--- src/rtl/alu_req_arbiter.sv ---
// alu_req_arbiter: shares one combinational ALU between two valid/ready
// requesters. The winner's operands are registered and driven to the ALU.
// MUL/DIV selects wait MULDIV_WAIT extra cycles before the result is captured.
// The response is held on a shared port until the consumer accepts it.
//
// Optional feature macro: ALU_ARB_FIXED_PRIO_EN
//   defined   -> fixed priority, req0 wins contention ('last' still tracked)
//   undefined -> round-robin on the last granted requester
//
// state | meaning
// IDLE  | waiting for a request; the only state that grants
// EXEC  | operands on the ALU; wait counter runs down to zero
// RESP  | result held on the response port until resp_ready
module alu_req_arbiter #(
  parameter int unsigned MULDIV_WAIT = 3
) (
  input  logic        clk,
  input  logic        rst,
  input  logic        req0_valid,
  output logic        req0_ready,
  input  logic [31:0] req0_x,
  input  logic [31:0] req0_y,
  input  logic [3:0]  req0_sel,
  input  logic        req1_valid,
  output logic        req1_ready,
  input  logic [31:0] req1_x,
  input  logic [31:0] req1_y,
  input  logic [3:0]  req1_sel,
  output logic [31:0] alu_x,
  output logic [31:0] alu_y,
  output logic [3:0]  alu_sel,
  input  logic [31:0] alu_res,
  input  logic        alu_zf,
  output logic        resp_valid,
  input  logic        resp_ready,
  output logic        resp_id,
  output logic [31:0] resp_data,
  output logic        resp_zf
);

  localparam logic [1:0] ST_IDLE = 2'd0;
  localparam logic [1:0] ST_EXEC = 2'd1;
  localparam logic [1:0] ST_RESP = 2'd2;

  localparam logic [3:0] SEL_MUL = 4'b0010;
  localparam logic [3:0] SEL_DIV = 4'b0011;
  localparam logic [3:0] SEL_NOP = 4'b0111;

  // Counter is 4 bits, so only 0..15 extra cycles are representable.
  localparam logic [3:0] WAIT_LD = 4'(MULDIV_WAIT);

  logic [1:0]  state_q, state_d;
  logic        last_q, last_d;
  logic [3:0]  cnt_q, cnt_d;
  logic [31:0] op_x_q, op_x_d;
  logic [31:0] op_y_q, op_y_d;
  logic [3:0]  op_sel_q, op_sel_d;
  logic        op_id_q, op_id_d;
  logic [31:0] resp_data_q, resp_data_d;
  logic        resp_zf_q, resp_zf_d;

  logic        grant0, grant1;
  logic [31:0] win_x, win_y;
  logic [3:0]  win_sel;

  // Grant decision: only in IDLE, combinational from the valids.
  always_comb begin
    grant0 = 1'b0;
    grant1 = 1'b0;
    if (state_q == ST_IDLE) begin
`ifdef ALU_ARB_FIXED_PRIO_EN
      grant0 = req0_valid;
      grant1 = req1_valid & ~req0_valid;
`else
      if (req0_valid && req1_valid) begin
        // last_q==1 means req1 went last, so req0 takes this one.
        grant0 = last_q;
        grant1 = ~last_q;
      end else begin
        grant0 = req0_valid;
        grant1 = req1_valid;
      end
`endif
    end
  end

  // Operand mux for the winning requester.
  always_comb begin
    win_x   = grant1 ? req1_x   : req0_x;
    win_y   = grant1 ? req1_y   : req0_y;
    win_sel = grant1 ? req1_sel : req0_sel;
  end

  // Next-state and datapath register updates.
  always_comb begin
    state_d     = state_q;
    last_d      = last_q;
    cnt_d       = cnt_q;
    op_x_d      = op_x_q;
    op_y_d      = op_y_q;
    op_sel_d    = op_sel_q;
    op_id_d     = op_id_q;
    resp_data_d = resp_data_q;
    resp_zf_d   = resp_zf_q;
    case (state_q)
      ST_IDLE: begin
        if (grant0 || grant1) begin
          op_x_d   = win_x;
          op_y_d   = win_y;
          op_sel_d = win_sel;
          op_id_d  = grant1;
          last_d   = grant1;
          cnt_d    = (win_sel == SEL_MUL || win_sel == SEL_DIV) ? WAIT_LD : 4'd0;
          state_d  = ST_EXEC;
        end
      end
      ST_EXEC: begin
        if (cnt_q != 4'd0) begin
          cnt_d = cnt_q - 4'd1;
        end else begin
          resp_data_d = alu_res;
          resp_zf_d   = alu_zf;
          state_d     = ST_RESP;
        end
      end
      ST_RESP: begin
        if (resp_ready) begin
          state_d = ST_IDLE;
        end
      end
      default: state_d = ST_IDLE;
    endcase
  end

  // State registers; reset discards any in-flight operation.
  always_ff @(posedge clk or posedge rst) begin
    if (rst) begin
      state_q     <= ST_IDLE;
      last_q      <= 1'b1;
      cnt_q       <= 4'd0;
      op_x_q      <= 32'd0;
      op_y_q      <= 32'd0;
      op_sel_q    <= SEL_NOP;
      op_id_q     <= 1'b0;
      resp_data_q <= 32'd0;
      resp_zf_q   <= 1'b0;
    end else begin
      state_q     <= state_d;
      last_q      <= last_d;
      cnt_q       <= cnt_d;
      op_x_q      <= op_x_d;
      op_y_q      <= op_y_d;
      op_sel_q    <= op_sel_d;
      op_id_q     <= op_id_d;
      resp_data_q <= resp_data_d;
      resp_zf_q   <= resp_zf_d;
    end
  end

  // ALU sees the operand registers only in EXEC, a NOP otherwise.
  always_comb begin
    if (state_q == ST_EXEC) begin
      alu_x   = op_x_q;
      alu_y   = op_y_q;
      alu_sel = op_sel_q;
    end else begin
      alu_x   = 32'd0;
      alu_y   = 32'd0;
      alu_sel = SEL_NOP;
    end
  end

  assign req0_ready = grant0;
  assign req1_ready = grant1;
  assign resp_valid = (state_q == ST_RESP);
  assign resp_id    = op_id_q;
  assign resp_data  = resp_data_q;
  assign resp_zf    = resp_zf_q;

endmodule

--- config.mk ---
export PLATFORM = sky130hd
export DESIGN_NAME = alu_req_arbiter
export DESIGN_NICKNAME = d
export VERILOG_FILES = /design/src/rtl/alu_req_arbiter.sv
export SDC_FILE = /design/constraint.sdc
export NUM_CORES = 1
export LEC_CHECK = 0
export BUFFER_PORTS_ARGS = -buffer_cell sky130_fd_sc_hd__buf_2
export CAP_MARGIN = 40
export CORE_MARGIN = 1
export CORE_UTILIZATION = 45
export DETAILED_ROUTE_END_ITERATION = 8
export PLACE_DENSITY_LB_ADDON = 0.08
export SYNTH_ARGS = -nofsm -noshare
export SYNTH_HDL_FRONTEND = slang
export SYNTH_SLANG_ARGS = --single-unit
--- constraint.sdc ---
create_clock -name clk -period 8.5 [get_ports clk]
set_clock_uncertainty 0.1 [all_clocks]
set_input_delay 0.425 -clock clk [delete_from_list [all_inputs] [get_ports clk]]
set_output_delay 0.425 -clock clk [all_outputs]
set_load 0.05 [all_outputs]
Word level (Yosys, flattened, before mapping). Index checks and enable logic that the tools add are counted.

Word-level logic and storage cells: 48. Register bits after elaboration: 109. Input bits: 174. Output and inout port bits: 105.

Muxes and demuxes: 18. Eq/ne operators: 8. Reduce and logical (&&, ||, !) cells: 10. Bitwise logic cells: 2. Add/subtract/negate cells: 1.

Operators by type and width (count): $mux 32 (4); $mux 4 (4); $eq 4x2->1 const B (2); $mux 2 (4); $pmux 4 s2 (1); $pmux 2 s3 (1); $reduce_and 3->1 (2); $mux 1 (4); $ne 2x1->1 const B (2); $ne 2x2->1 const B (2); $reduce_and 2->1 (2); $reduce_bool 4->1 (1); $sub 4x1->4 const B (1); $eq 2x1->1 const B (1); $eq 2x2->1 const B (1); $logic_not 2->1 (1); $logic_or 1x1->1 (2); $not 1->1 (2); $reduce_bool 2->1 (1); $logic_and 1x1->1 (1).

Longest topological paths before layout. Gate-level depths: netlist (run 1).

Word-level depth: 9. Depth in mapped cells: 7. Mapped depth without buffers: 6.

Worst setup path after synthesis (run 1). No wires, ideal clock.

Kind: reg2out. Start point: reg state_q[0]. End point: out alu_x[0]. Data arrival time: 1368 ps. Setup slack: 6607 ps. Buffers on the path: 2. Stages on the path, launching flop included: 5. Cells stage by stage: dfrtp_1 > nor2b_1 > buf_2 > clkbuf_1 > and2_1.

Longest elaborated chain between the ends: 2.

RTL lines: from (decl) (line 52) `logic [1:0] state_q, state_d;`; from (signal assigned) (line 148) `state_q <= state_d;`; $eq 2x1->1 (line 162) `if (state_q == ST_EXEC) begin`; $mux 32 (line 162); to (decl) (line 29) `output logic [31:0] alu_x,`.

Every way passes these cells.

Worst setup path in the final report (run 1). Ends and elaborated chain as after synthesis.

==> results of run 1 <==
-- cell usage in the layout, fill, tap and decap left out, drive strengths merged, types with 2 or more instances in the layout --
master and n:
a21o 3, nand2b 6, ha 2, dfrtp 105, dfstp 4, nand2 137, mux2 33, nor2 4
nor3 3, and2 65, mux2i 5, inv 6, o21ai 4, nor2b 2, a22oi 65, buf 284
clkbuf 15
-- cell type report --
type / count / area, µm²
inverter: 6 / 25.0
timing repair buffer: 284 / 1450
multi-input combinational: 341 / 2360
fill: 999 / 4420
clock inverter: 1 / 30.0
sequential: 109 / 2730
clock buffer: 15 / 278
tap: 143 / 179
-- routing by layer --
| layer | vias up | track usage | wire length (µm) |
|---|---|---|---|
| met2 | 167 | 0.391 | 6520 |
| met5 | - | 0 | 0 |
| met3 | 17 | 0.0516 | 778 |
| met4 | 0 | 0.0844 | 238 |
| met1 | 2092 | 0.281 | 5660 |
| li1 | 2161 | - | - |
-- sequential cells by signal, summed over array words and instances (netlist names) --
register   cells
state_q        2
resp_zf        1
cnt_q          4
last_q         1
op_sel_q       4
resp_data     32
op_y_q        32
resp_id        1
op_x_q        32
-- per-stage QoR --
stage | hold slack (ps) | power [mW] | area [µm²] | util | cells
global route | 125 | 3.61 | 7050 | 0.615 | 899
floorplan | 336 | 2.55 | 5310 | - | 490
detailed placement | 354 | 3.01 | 6740 | 0.588 | 883
CTS | 90.0 | 3.44 | 7050 | 0.615 | 899
finish | 66.7 | 3.41 | 7050 | 0.615 | 899
global placement | 345 | 2.97 | 6720 | 0.586 | 882
-- where the power goes --
part | switching (mW) | internal [mW]
combinational | 1.50 | 0.577
sequential | 0.123 | 0.780
clock | 0.177 | 0.253
-- cells by family after synthesis --
group	after synthesis	synth area share
compound gates	77	0.145
fa+ha+maj	2	0.00471
buf+inv	40	0.0460
flops	109	0.515
mux	38	0.0865
simple gates	224	0.203
-- worst max-delay path, stage by stage, from the launching register on --
cell and delay (ps):
dfrtp_1 460, nor2b_4 640, buf_4 430, and2_1 190, buf_2 260
-- worst max path at each step --
stage / to / start / cells after the start / slack, ps
6_report: alu_x[0] / state_q[0] / 4 / 5610
5_1_grt: alu_x[0] / state_q[0] / 4 / 5430
4_1_cts: alu_x[0] / state_q[0] / 4 / 5540
3_5_place_dp: alu_x[0] / state_q[0] / 4 / 5920
3_3_place_gp: alu_x[0] / state_q[0] / 4 / 5950
2_1_floorplan: cnt_q[0] / rst / 1 / 5110
==> run_results.csv, run 1 <==
group,metric,value,unit
pwr,p_leak,3.76,nW
drt,drc,0,
synthesis,seq_area_frac_synth,0.515,
synthesis,yosysTopAreaCell,"dfrtp_1",
critical_path,worstSetupEndpointType,"output pin",
drt,wl,13.2,mm
placement,io_buffers,278,
critical_path,path_max_fanout,39,
global_route,grt.overflow.total,0,
cells_and_area,num_antenna_cells,0,
sta,maxClockFrequency,0.346,GHz
synthesis,synth_top_area_frac,0.495,
placement,dpl.hpwl,9.71,mm
drt,drt_iter0_markers,185,
synthesis,synthTopCellsByCount,"nand2_1 (137), dfrtp_1 (105), and2_1 (65), a22oi_2 (40), a22oi_1 (25)",
clock_network,cts_buffer_depth,2,
drt,routedWlPerCell,14.7,µm
clock_network,cts-root-buf,"clkbuf_16",
pwr,ir_drop,291,µV
synthesis,synth.cell_area,5310,µm²
cells_and_area,num-nets-final,927,
outcome,status,"finished clean",
sta,tightest_slew,788,ps
critical_path,rr_worst_depth,6,
floorplanning,initial_core_util,0.463,
synthesis,synth_most_common_cell,"nand2_1",
sta,min_period,2890,ps
clock_network,path_clk_slew,70,ps
synthesis,synth_cell_type_count,40,
clock_network,numClockSinks,109,
clock_network,postCtsSetupBuffers,0,
clock_network,cts_resized,0,
synthesis,async_reset_ff_frac,1.00,
global_route,grt_usage,0.228,
drt,first_pass_iters,4,
drt,routed_via_density,4.94,
critical_path,path_class,"reg -> out",
floorplanning,die_h,111,µm
floorplanning,core_area,11500,µm²
cells_and_area,area_delta_synth_final,32.8,%
synthesis,syn_inst,490,
global_route,grt_max_degree,57,
floorplanning,placementRows,39,
clock_network,ctsHtreeMaxLevel,3,
critical_path,start_kind,"register",
hold_path,min_path_type,"in -> async",
synthesis,synth_seq_cells,109,
clock_network,clock_latency,340,ps
clock_network,cts_buffers,9,
global_route,grt_pass1_wl,22.3,mm
synthesis,synth.area.top_cells,"dfrtp_1 (49%), nand2_1 (9.7%), a22oi_2 (9.4%), and2_1 (7.7%), mux2_2 (3.8%)",
drt,vias,4437,
sta,fin_ws,5610,ps
sta,slew_violations,0,
synthesis,synth-edff-count,0,
floorplanning,die_x,111,µm
global_route,grt_pass1_vias,4590,
synthesis,yosys_warnings,0,
sta,finalCritPeriodShare,0.340,
synthesis,ys.flop_type,"dfrtp_1",
global_route,antenna_found_initial,0,
critical_path,r2r-end,"op_sel_q[2]",
floorplanning,dieArea,12200,µm²
floorplanning,pin_count,279,
placement,pre_cts_ws,5920,ps
critical_path,reg2reg_from,"state_q[1]",
critical_path,worstPathRequired,7980,ps
sta,hold_viol,0,
synthesis,synth_fp_nets,666,
critical_path,r2r_slack,5940,ps
placement,gpl.final_weighted_congestion,0.739,
critical_path,arrival,2370,ps
sta,slew_headroom,0.473,
cells_and_area,drive_gt1_frac,0.504,
pwr,p_per_area,483,nW/µm²
sta,setup_violations,0,
drt,ant_nets,0,
sta,tns,0,ps
synthesis,syn_area_per_cell,10.8,µm²
sta,grt_setup_unrepaired,"no",
clock_network,hold_buffers,0,
clock_network,cts_tree,"yes",
flow_run,maxCapViolCount,0,
Power figures use the tool's default switching activity.
==> inputs of run 2 (changes only) <==
Settings changed: ABC_AREA set to 1.
Clock period 8.5 ns to 2.9 ns, I/O delays scaled along.
==> run 2 against run 1 <==
Worst hold slack better by 7.8 ps. First-iteration DRC count up 78%. Synthesized area down 2.0%. Sequential cell count unchanged. Global-route usage up 5.5 points. Critical path type is now reg -> reg. Cell count up 27%. Critical path depth up 2. Total power rose to 3.4 times the previous value.
==> run_results.csv, run 2 <==
group,metric,value,unit
outcome,status,"finished clean",
critical_path,worstPathRequired,3020,ps
global_route,grt_pass1_wl,26.0,mm
pwr,power_switching,5.85,mW
synthesis,syn_area_per_cell,9.13,µm²
synthesis,synth_cell_type_count,26,
critical_path,crit_start,"state_q[0]",
synthesis,ys.flop_type,"dfrtp_1",
synthesis,synthTopCellsByCount,"nand2_1 (146), dfrtp_1 (105), nor2_1 (80), inv_1 (79), o211ai_1 (65)",
floorplanning,die_h,110,µm
global_route,grt_pass1_vias,5579,
synthesis,yosysTopAreaCell,"dfrtp_1",
global_route,grt_max_degree,90,
drt,top_layer_used,"met4",
drt,wl,16.7,mm
critical_path,worstSetupEndpointType,"register",
cells_and_area,drive_gt1_frac,0.345,
clock_network,cts_buffers,9,
cells_and_area,final_cell_mix,"buf_2 (278), dlygate4sd3_1 (165), nand2_1 (145)",
drt,ant_nets,0,
pwr,p_leak,4.51,nW
synthesis,synth.cell_area,5200,µm²
drt,first_pass_iters,4,
drt,drc,0,
sta,setup_violations,0,
synthesis,synth-edff-count,0,
global_route,antenna_found_initial,0,
critical_path,path_class,"reg -> reg",
cells_and_area,final_common_cell,"buf_2",
pwr,ir_drop,895,µV
clock_network,path_clk_slew,70,ps
cells_and_area,num_antenna_cells,0,
hold_path,hold_start,"req0_sel[2]",
sta,grt_setup_unrepaired,"no",
pwr,power,11.6,mW
clock_network,numClockSinks,109,
pwr,p_int,5.76,mW
sta,tightest_slew,686,ps
synthesis,synth_most_common_cell,"nand2_1",
drt,wl_met1,6.63,mm
pwr,power_frac_seq,0.226,
synthesis,synth.area.top_cells,"dfrtp_1 (51%), nand2_1 (11%), o211ai_1 (9.4%), mux2_4 (8.4%), nor2_1 (5.8%)",
drt,dr_wl_met2,8.68,mm
hold_path,min_path_type,"in -> reg",
critical_path,path_max_fanout,45,
critical_path,start_kind,"register",
clock_network,cts_tree,"yes",
clock_network,clock_latency,340,ps
clock_network,cts_resized,0,
drt,routed_via_density,4.84,
sta,hold_viol,0,
drt,routedWlPerCell,14.6,µm
synthesis,yosys_warnings,0,
sta,finalCritPeriodShare,0.900,
pwr,p_per_area,1340,nW/µm²
global_route,grt.overflow.total,0,
cells_and_area,area_delta_synth_final,66.7,%
floorplanning,pin_count,279,
drt,wl_met3,976,µm
floorplanning,dieArea,12000,µm²
pwr,switching_share,0.504,
floorplanning,initial_core_util,0.472,
sta,slew_headroom,0.541,
sta,tns,0,ps
global_route,grt_usage,0.283,
clock_network,cts-root-buf,"clkbuf_16",
synthesis,synth_top_area_frac,0.505,
cells_and_area,num-nets-final,1174,
synthesis,syn_inst,570,
clock_network,ctsHtreeMaxLevel,3,
flow_run,maxCapViolCount,0,
clock_network,cts_buffer_depth,2,
floorplanning,die_x,110,µm
pwr,clock_power_share,0.115,
drt,vias,5529,
synthesis,seq_area_frac_synth,0.525,
sta,slew_violations,0,
pwr,combPwrFrac,0.659,
sta,maxClockFrequency,0.383,GHz
sta,min_period,2610,ps
critical_path,reg2reg_from,"state_q[0]",
floorplanning,placementRows,38,
floorplanning,core_area,11000,µm²
synthesis,async_reset_ff_frac,1.00,
clock_network,postCtsSetupBuffers,0,
drt,drt_iter0_markers,330,
placement,io_buffers,278,
synthesis,synth_fp_nets,746,
placement,dpl.hpwl,10.4,mm
critical_path,arrival,2730,ps
synthesis,synth_seq_cells,109,
placement,gpl.final_weighted_congestion,0.816,
[run 2: cell count changes in the layout (fill, tap and decap cells not counted), sizes merged, moves of 6 or more]
cell,delta
a22oi,-65
and2,-65
dlygate4sd3,+165
inv,+74
nand2,+10
nand2b,-6
nand3,+7
nor2,+77
o211ai,+65
[run 2: final cells by class]
cell class,instances,area (µm²)
Timing Repair Buffer,449,3140
Sequential cell,109,2730
Fill cell,754,2360
Multi-Input combinational cell,348,1990
Inverter,81,308
Clock buffer,12,256
Tap cell,140,175
Clock inverter,4,70.1
[run 2: per-layer routing]
| metal | vias up | track usage |
|---|---|---|
| met2 | 243 | 0.522 |
| li1 | 2652 | - |
| met4 | 0 | 0.123 |
| met3 | 37 | 0.0385 |
| met5 | - | 0 |
| met1 | 2597 | 0.327 |
[run 2: cell families after synthesis]
logic type | Yosys count | synth area share
AOI/OAI and AO/OA | 74 | 0.103
xor gates and xnor gates | 2 | 0.00337
adders and majority gates | 2 | 0.00481
buffers and inverters | 113 | 0.0926
DFF | 109 | 0.525
muxes | 33 | 0.0924
and+or+nand+nor | 237 | 0.179
[run 2: power groups by stage]
stage | registers, mW | clock network, mW | logic (mW)
3_5_place_dp | 2.63 | 0 | 6.59
5_1_grt | 2.70 | 1.42 | 8.18
6_report | 2.62 | 1.33 | 7.66
2_1_floorplan | 3.45 | 0 | 4.31
4_1_cts | 2.61 | 1.35 | 7.60
3_3_place_gp | 2.61 | 0 | 6.51
[run 2: stage by stage]
| step | worst slack (ps) | instance area [µm²] | cells | hold slack (ps) | utilization |
|---|---|---|---|---|---|
| 2_1_floorplan | 1040 | 5210 | 570 | 131 | - |
| 3_3_place_gp | 755 | 6690 | 962 | 97.1 | 0.607 |
| 3_5_place_dp | 624 | 6690 | 962 | 101 | 0.607 |
| 4_1_cts | 310 | 8670 | 1143 | 49.5 | 0.786 |
| 5_1_grt | 117 | 8670 | 1143 | 106 | 0.786 |
| 6_report | 290 | 8670 | 1143 | 74.5 | 0.786 |
[run 2: worst paths after layout]
check                                end  slack, ps  cells past startpoint
max                           op_x_q[20]        290                      6
min                          op_sel_q[2]         70                      5
max reg2reg                   op_x_q[20]        290                      6
min reg2reg                 resp_data[2]        400                      1
max in group asynchronous    op_sel_q[1]       1610                      4
min in group asynchronous  resp_data[15]        290                      3
[run 2: worst max-delay path, stage by stage (launching register included)]
cell and delay, ps:
dfrtp_1 450, nor2_4 170, nand3_2 180, nand2_2 560, buf_12 310, o211ai_1 120
dlygate4sd3_1 580
[run 2: what timing repair did]
action                                 4_1_cts  5_1_grt
hold buffers                               165        0
endpoints found under the hold margin      119        0
setup endpoints to repair                    0        0
